### src/rtl/menu_pkg.sv
// Shared constants for the menu button pixel generator: colours, ROM colour
// codes and the per-button state type.
package menu_pkg;

    typedef enum logic [1:0] {
        BTN_IDLE,
        BTN_HOVER,
        BTN_PRESS,
        BTN_FLASH
    } btn_state_e;

    // RGB444 colours
    localparam logic [11:0] COL_WHITE      = 12'hFFF;
    localparam logic [11:0] COL_BLACK      = 12'h000;
    localparam logic [11:0] COL_LINK_UP    = 12'h567;
    localparam logic [11:0] COL_LINK_DOWN  = 12'h123;
    localparam logic [11:0] COL_BTN_IDLE   = 12'h000;
    localparam logic [11:0] COL_BTN_HOVER  = 12'h32E;
    localparam logic [11:0] COL_BTN_ACTIVE = 12'h3E2;

    // ROM colour codes; button k is drawn with code CODE_BTN_BASE + k
    localparam logic [3:0] CODE_WHITE    = 4'd0;
    localparam logic [3:0] CODE_BLACK    = 4'd1;
    localparam logic [3:0] CODE_LINK     = 4'd3;
    localparam int         CODE_BTN_BASE = 4;

    // Colour a button is painted with in a given state
    function automatic logic [11:0] btn_colour(input btn_state_e s);
        case (s)
            BTN_HOVER:           return COL_BTN_HOVER;
            BTN_PRESS, BTN_FLASH: return COL_BTN_ACTIVE;
            default:             return COL_BTN_IDLE;
        endcase
    endfunction

endpackage

### src/rtl/menu_button_pixel_gen_if.sv
// ROM read bus between the pixel generator (master) and the external image ROM.
interface menu_button_pixel_gen_if;
    logic [16:0] rom_addr;
    logic [3:0]  rom_data;

    modport master (output rom_addr, input rom_data);
    modport slave  (input rom_addr, output rom_data);
endinterface

### src/rtl/menu_btn_fsm.sv
// One menu button: hover/press/click tracking plus the post-click flash timer.
module menu_btn_fsm
    import menu_pkg::*;
#(
    parameter int FLASH_CYC = 8
) (
    input  logic        clka,
    input  logic        rst,
    input  logic        hover,
    input  logic        press_edge,
    input  logic        mouse_left,
    output logic        click,
    output logic [11:0] colour
);

    localparam int CW = (FLASH_CYC > 1) ? $clog2(FLASH_CYC) : 1;

    btn_state_e    state_q, state_d;
    logic [CW-1:0] cnt_q, cnt_d;
    logic          click_d;

    // State, flash counter and registered click pulse
    always_ff @(posedge clka) begin
        // NOTE: state is updated with non-blocking assignments so every
        // register samples the pre-edge values of its neighbours.
        if (rst) begin
            state_q <= BTN_IDLE;
            cnt_q   <= '0;
            click   <= 1'b0;
        end else begin
            state_q <= state_d;
            cnt_q   <= cnt_d;
            click   <= click_d;
        end
    end

    // Next-state decode; a release over the button is the click, leaving
    // the button while held cancels it
    always_comb begin
        // NOTE: every output gets a default first so no path infers a latch.
        state_d = state_q;
        cnt_d   = cnt_q;
        click_d = 1'b0;
        case (state_q)
            BTN_IDLE: begin
                if (hover) state_d = BTN_HOVER;
            end
            BTN_HOVER: begin
                if (!hover)          state_d = BTN_IDLE;
                else if (press_edge) state_d = BTN_PRESS;
            end
            BTN_PRESS: begin
                if (!hover) begin
                    state_d = BTN_IDLE;
                end else if (!mouse_left) begin
                    state_d = BTN_FLASH;
                    cnt_d   = CW'(FLASH_CYC - 1);
                    click_d = 1'b1;
                end
            end
            BTN_FLASH: begin
                if (cnt_q == '0) state_d = hover ? BTN_HOVER : BTN_IDLE;
                else             cnt_d   = cnt_q - 1'b1;
            end
            default: state_d = BTN_IDLE;
        endcase
    end

    assign colour = btn_colour(state_q);

endmodule

### src/rtl/menu_button_pixel_gen.sv
// Menu screen pixel generator: addresses the external image ROM from the
// video counters, maps ROM colour codes to RGB444 and recolours buttons
// according to mouse interaction.
module menu_button_pixel_gen
    import menu_pkg::*;
#(
    parameter int N_BTN     = 4,
    parameter int SCALE     = 1,
    parameter int IMG_W     = 320,
    parameter int DEPTH     = 76800,
    parameter int ROM_LAT   = 1,
    parameter int FLASH_CYC = 8
) (
    input  logic                    clka,
    input  logic                    rst,
    input  logic [9:0]              h_cnt,
    input  logic [9:0]              v_cnt,
    input  logic                    valid,
    input  logic                    mouse_left,
    input  logic                    mouse_on_btn,
    input  logic [3:0]              mouse_btn_id,
    input  logic                    connected,
    menu_button_pixel_gen_if.master rom,
    output logic [11:0]             pixel_out,
    output logic [N_BTN-1:0]        btn_click
);

    logic [31:0]      addr_lin;
    logic [16:0]      addr_next;
    logic [ROM_LAT:0] valid_pipe;
    logic             mouse_left_q;
    logic             press_edge;
    logic [N_BTN-1:0] hover;
    logic [11:0]      btn_col [N_BTN];
    logic [11:0]      code_colour;

    // Linear ROM address of the down-scaled pixel, wrapped to the ROM size
    always_comb begin
        addr_lin  = 32'(h_cnt >> SCALE) + 32'(IMG_W) * 32'(v_cnt >> SCALE);
        addr_next = 17'(addr_lin % 32'(DEPTH));
    end

    // Address register, valid delay line (aligns with rom_data) and mouse history
    always_ff @(posedge clka) begin
        if (rst) begin
            rom.rom_addr <= '0;
            valid_pipe   <= '0;
            mouse_left_q <= 1'b1;
        end else begin
            rom.rom_addr  <= addr_next;
            valid_pipe[0] <= valid;
            for (int i = 1; i <= ROM_LAT; i++) valid_pipe[i] <= valid_pipe[i-1];
            mouse_left_q  <= mouse_left;
        end
    end

    // mouse_left_q resets high so a button already held at reset never arms
    assign press_edge = mouse_left && !mouse_left_q;

    // Decode which button the cursor is over; out-of-range ids hover nothing
    always_comb begin
        hover = '0;
        for (int k = 0; k < N_BTN; k++) hover[k] = mouse_on_btn && (mouse_btn_id == 4'(k));
    end

    generate
        for (genvar k = 0; k < N_BTN; k++) begin : g_btn
            menu_btn_fsm #(.FLASH_CYC(FLASH_CYC)) u_fsm (
                .clka       (clka),
                .rst        (rst),
                .hover      (hover[k]),
                .press_edge (press_edge),
                .mouse_left (mouse_left),
                .click      (btn_click[k]),
                .colour     (btn_col[k])
            );
        end
    endgenerate

    // Map the ROM colour code to RGB444, buttons use their live state colour
    always_comb begin
        code_colour = COL_BLACK;
        case (rom.rom_data)
            CODE_WHITE: code_colour = COL_WHITE;
            CODE_BLACK: code_colour = COL_BLACK;
            CODE_LINK:  code_colour = connected ? COL_LINK_UP : COL_LINK_DOWN;
            default: begin
                for (int k = 0; k < N_BTN; k++)
                    if (rom.rom_data == 4'(CODE_BTN_BASE + k)) code_colour = btn_col[k];
            end
        endcase
    end

    // Output pixel register, blanked outside active video
    always_ff @(posedge clka) begin
        if (rst) pixel_out <= COL_BLACK;
        else     pixel_out <= valid_pipe[ROM_LAT] ? code_colour : COL_BLACK;
    end

endmodule

### src/flat_wrapper.sv
// flat-port wrapper written by rule: the top's interface ports become plain ports
module menu_button_pixel_gen_flat import menu_pkg::*;
#(
    parameter int N_BTN     = 4,
    parameter int SCALE     = 1,
    parameter int IMG_W     = 320,
    parameter int DEPTH     = 76800,
    parameter int ROM_LAT   = 1,
    parameter int FLASH_CYC = 8
)
  (clka, rst, h_cnt, v_cnt, valid, mouse_left, mouse_on_btn, mouse_btn_id, connected, pixel_out, btn_click, rom_rom_addr, rom_rom_data);
  menu_button_pixel_gen_if rom_i ();
  input  logic clka;
  input  logic rst;
  input  logic [9:0] h_cnt;
  input  logic [9:0] v_cnt;
  input  logic valid;
  input  logic mouse_left;
  input  logic mouse_on_btn;
  input  logic [3:0] mouse_btn_id;
  input  logic connected;
  output logic [11:0] pixel_out;
  output logic [N_BTN-1:0] btn_click;
  output wire logic [$bits(rom_i.rom_addr)-1:0] rom_rom_addr;
  input wire logic [$bits(rom_i.rom_data)-1:0] rom_rom_data;
  assign rom_rom_addr = rom_i.rom_addr;
  assign rom_i.rom_data = rom_rom_data;
  menu_button_pixel_gen #(.N_BTN(N_BTN), .SCALE(SCALE), .IMG_W(IMG_W), .DEPTH(DEPTH), .ROM_LAT(ROM_LAT), .FLASH_CYC(FLASH_CYC)) u_core (.clka(clka), .rst(rst), .h_cnt(h_cnt), .v_cnt(v_cnt), .valid(valid), .mouse_left(mouse_left), .mouse_on_btn(mouse_on_btn), .mouse_btn_id(mouse_btn_id), .connected(connected), .rom(rom_i), .pixel_out(pixel_out), .btn_click(btn_click));
endmodule
### config.mk
export PLATFORM = sky130hd
export DESIGN_NAME = menu_button_pixel_gen_flat
export DESIGN_NICKNAME = d
export VERILOG_FILES = /design/src/rtl/menu_pkg.sv /design/src/rtl/menu_button_pixel_gen_if.sv /design/src/rtl/menu_btn_fsm.sv /design/src/rtl/menu_button_pixel_gen.sv /design/src/flat_wrapper.sv
export SDC_FILE = /design/constraint.sdc
export NUM_CORES = 1
export LEC_CHECK = 0
export CAP_MARGIN = 20
export CORE_UTILIZATION = 40
export CTS_BUF_LIST = sky130_fd_sc_hd__clkbuf_4
export CTS_CLUSTER_SIZE = 28
export DETAILED_ROUTE_END_ITERATION = 16
export GPL_TIMING_DRIVEN = 0
export PLACE_DENSITY = 0.64
export RECOVER_POWER = 50
export SLEW_MARGIN = 5
export SYNTH_ARGS = -nofsm -noshare
export SYNTH_HDL_FRONTEND = slang
export SYNTH_SLANG_ARGS = --single-unit
export TNS_END_PERCENT = 20
### constraint.sdc
create_clock -name clka -period 13.35 [get_ports clka]
set_input_delay 2.0025 -clock clka [delete_from_list [all_inputs] [get_ports clka]]
set_output_delay 2.0025 -clock clka [all_outputs]
set_load 0.02 [all_outputs]
==> impl_metrics.yaml <==
run_status:
  outcome: "finished, final reports clean"
route:
  viasPerCell: 5.24
  ant_nets: 0
  post_drt_wl_per_cell_um: 12.4
  wl_um: 7290
  drc: 0
  dr.pass1.iters: 4
  via_count: 3077
  drtIter0Drc: 122
final_layout:
  final_common_cell: "dfxtp_1"
  final_cell_count_no_fill: 587
  diodes: 0
  nNetsFinal: 542
  synthToLayoutAreaGrowth_pct: 23.7
  drive_above_1_share_pct: 7.05
  final_cell_mix: "53 x dfxtp_1, 46 x nor2_1, 42 x clkdlybuf4s50_1, 33 x nand2_1, 25 x ha_1"
clock_network:
  cts_root_buf: "clkbuf_4"
  post_cts_buffers: 0
  clkSlewWorstSetupHoldPaths_ps: 140
  clock_latency_ps: 380
  cts_resized: 0
  cts_made_buffers: 5
  cts.sinks: 53
  hold_buffers: 0
  h-tree-depth: 2
  clockBufferDepth: 2
  tritoncts: "yes"
run:
  cap_violations: 0
critical_path:
  criticalPathCategory: "in2reg"
  startpoint_type: "input pin"
  cp.arrival_ps: 6320
  cp-end-kind: "register"
  crit_fanout: 7
  required_ps: 13620
pwr:
  power.density_mw_per_mm2: 97.5
  p_leak_nw: 1.65
  ir_drop_v: 0.0000353
synthesis:
  synth_area_leaders: "dfxtp_1 31%, ha_1 9.1%, nor2_1 5.0%"
  synthFlopType: "dfxtp_1"
  syn_nets: 473
  synth.cell_area_mm2: 0.00342
  synth_seq_cells: 53
  syn-instance-count: 412
  async_flop_share_pct: 0
  yosysUniqueCellTypes: 65
  synth_edf_count: 0
  synth_top_area_share_pct: 31.0
  yosys.area.top_type: "dfxtp_1"
  yosysSeqAreaShare_pct: 31.0
  yosysWarnings: 0
  synth_area_per_cell_um2: 8.31
placement:
  place_inst: 579
  io_buffers: 62
  post-place-ws_ps: 6880
  dp_hpwl_um: 5820
  gp_congestion: 0.823
sta:
  slew_headroom_pct: 58.0
  final.setup.tns_ps: 0
  worstMarginPinSlew_ps: 630
  setup_ws_ps: 7300
  skew_ps: 17.7
  hold_viol_final: 0
  post-route-period-util_pct: 45.4
  timing_max_transition_violations_final: 0
  fin_crit_ps: 6050
  fmax_mhz: 165
  fin_hold_ws_ps: 463
  setup_viol_count_final: 0
  rsz0062_at_grt: "false"
floorplanning:
  die_w_um: 94.5
  core_area_mm2: 0.00826
  ioPinCount: 67
  start_util_pct: 41.4
  die_area_mm2: 0.00893
  placement_rows: 33
  die_h_um: 94.5
global_routing:
  grt_pass1_vias: 2912
  grt_antenna_before_repair: 0
  overflow: 0
  grt_pass1_wl_um: 12600
  grt_start_max_net_pins: 18
  grtUsageTotal_pct: 17.4
min_path:
  hold_class: "reg2reg"
[where the power goes]
group | total, mW | switching, mW | internal, mW
sequential | 0.171 | 0.00277 | 0.168
combinational | 0.168 | 0.0934 | 0.0751
clock | 0.0730 | 0.0523 | 0.0207
[routing by layer]
layer	global-route usage, %	share of wire [%]	vias to the layer above
met4	5.18	1.5	0
li1	-	-	1597
met5	0	0	-
met3	2.82	4.6	10
met1	22.1	48	1403
met2	30.3	46	67
[sequential cells by signal, indices dropped and copies added, names as in the netlist]
name / count
u_core.valid_pipe: 2
u_core.g_btn.u_fsm.click: 4
u_core.rom.rom_addr: 17
u_core.g_btn.u_fsm.cnt_q: 12
u_core.g_btn.u_fsm.state_q: 8
u_core.mouse_left_q: 1
u_core.pixel_out: 9
[cells in the mapped netlist (8+ instances only)]
| cell | number |
|---|---|
| clkbuf_1 | 12 |
| buf_4 | 8 |
| nor2_1 | 46 |
| ha_1 | 25 |
| dfxtp_1 | 53 |
| inv_1 | 19 |
| nand3_1 | 11 |
| a211oi_1 | 11 |
| nand2_1 | 33 |
| xor2_1 | 8 |
| nor2b_1 | 16 |
| o21ai_0 | 16 |
| a21oi_1 | 18 |
| xnor2_1 | 14 |
| nor3_1 | 20 |
[stage by stage]
| stage | area (um^2) | power, mW | utilization, % |
|---|---|---|---|
| CTS | 4230 | 0.420 | 51.2 |
| finish | 4230 | 0.412 | 51.2 |
| global route | 4230 | 0.441 | 51.2 |
| global placement | 4170 | 0.344 | 50.5 |
| floorplan | 3420 | 0.296 | - |
| detailed placement | 4170 | 0.347 | 50.5 |
[cells by family after synthesis]
| logic type | Yosys count | share of synthesized area (%) |
|---|---|---|
| AO/OA/AOI/OAI | 99 | 20.7 |
| XOR/XNOR | 22 | 5.63 |
| adder cells (fa/ha/maj) | 27 | 10.3 |
| buffers and inverters | 41 | 5.81 |
| flip-flops | 53 | 31.0 |
| multiplexers | 6 | 2.52 |
| AND/OR/NAND/NOR | 164 | 24.1 |
[worst paths after layout]
| check | slack [ps] | startpoint | cells past startpoint | to |
|---|---|---|---|---|
| setup reg to reg | 11710 | u_core.g_btn[0].u_fsm.state_q[1] | 6 | u_core.g_btn[0].u_fsm.cnt_q[2] |
| setup / recovery | 7300 | v_cnt[2] | 15 | u_core.rom.rom_addr[12] |
| hold / removal | 460 | u_core.valid_pipe[0] | 1 | u_core.valid_pipe[1] |
| hold reg to reg | 460 | u_core.valid_pipe[0] | 1 | u_core.valid_pipe[1] |
[cell type report]
class	count	area, um^2
Buffer	22	128
Clock buffer	5	37.5
Clock inverter	3	20.0
Fill cell	824	4030
Inverter	19	71.3
Multi-Input combinational cell	318	2160
Sequential cell	53	1060
Tap cell	105	131
Timing Repair Buffer	62	621
[critical path, stage by stage]
cell	delay (ps)
clkdlybuf4s50_1	470
ha_1	320
ha_1	250
fa_1	500
or3b_1	400
mux2i_1	210
o211ai_1	240
nor2_1	280
and4_1	260
o311a_2	270
o2111ai_2	110
and3_4	210
a21oi_4	230
mux2i_1	230
mux2_1	330
(Power assumes the default switching activity.)
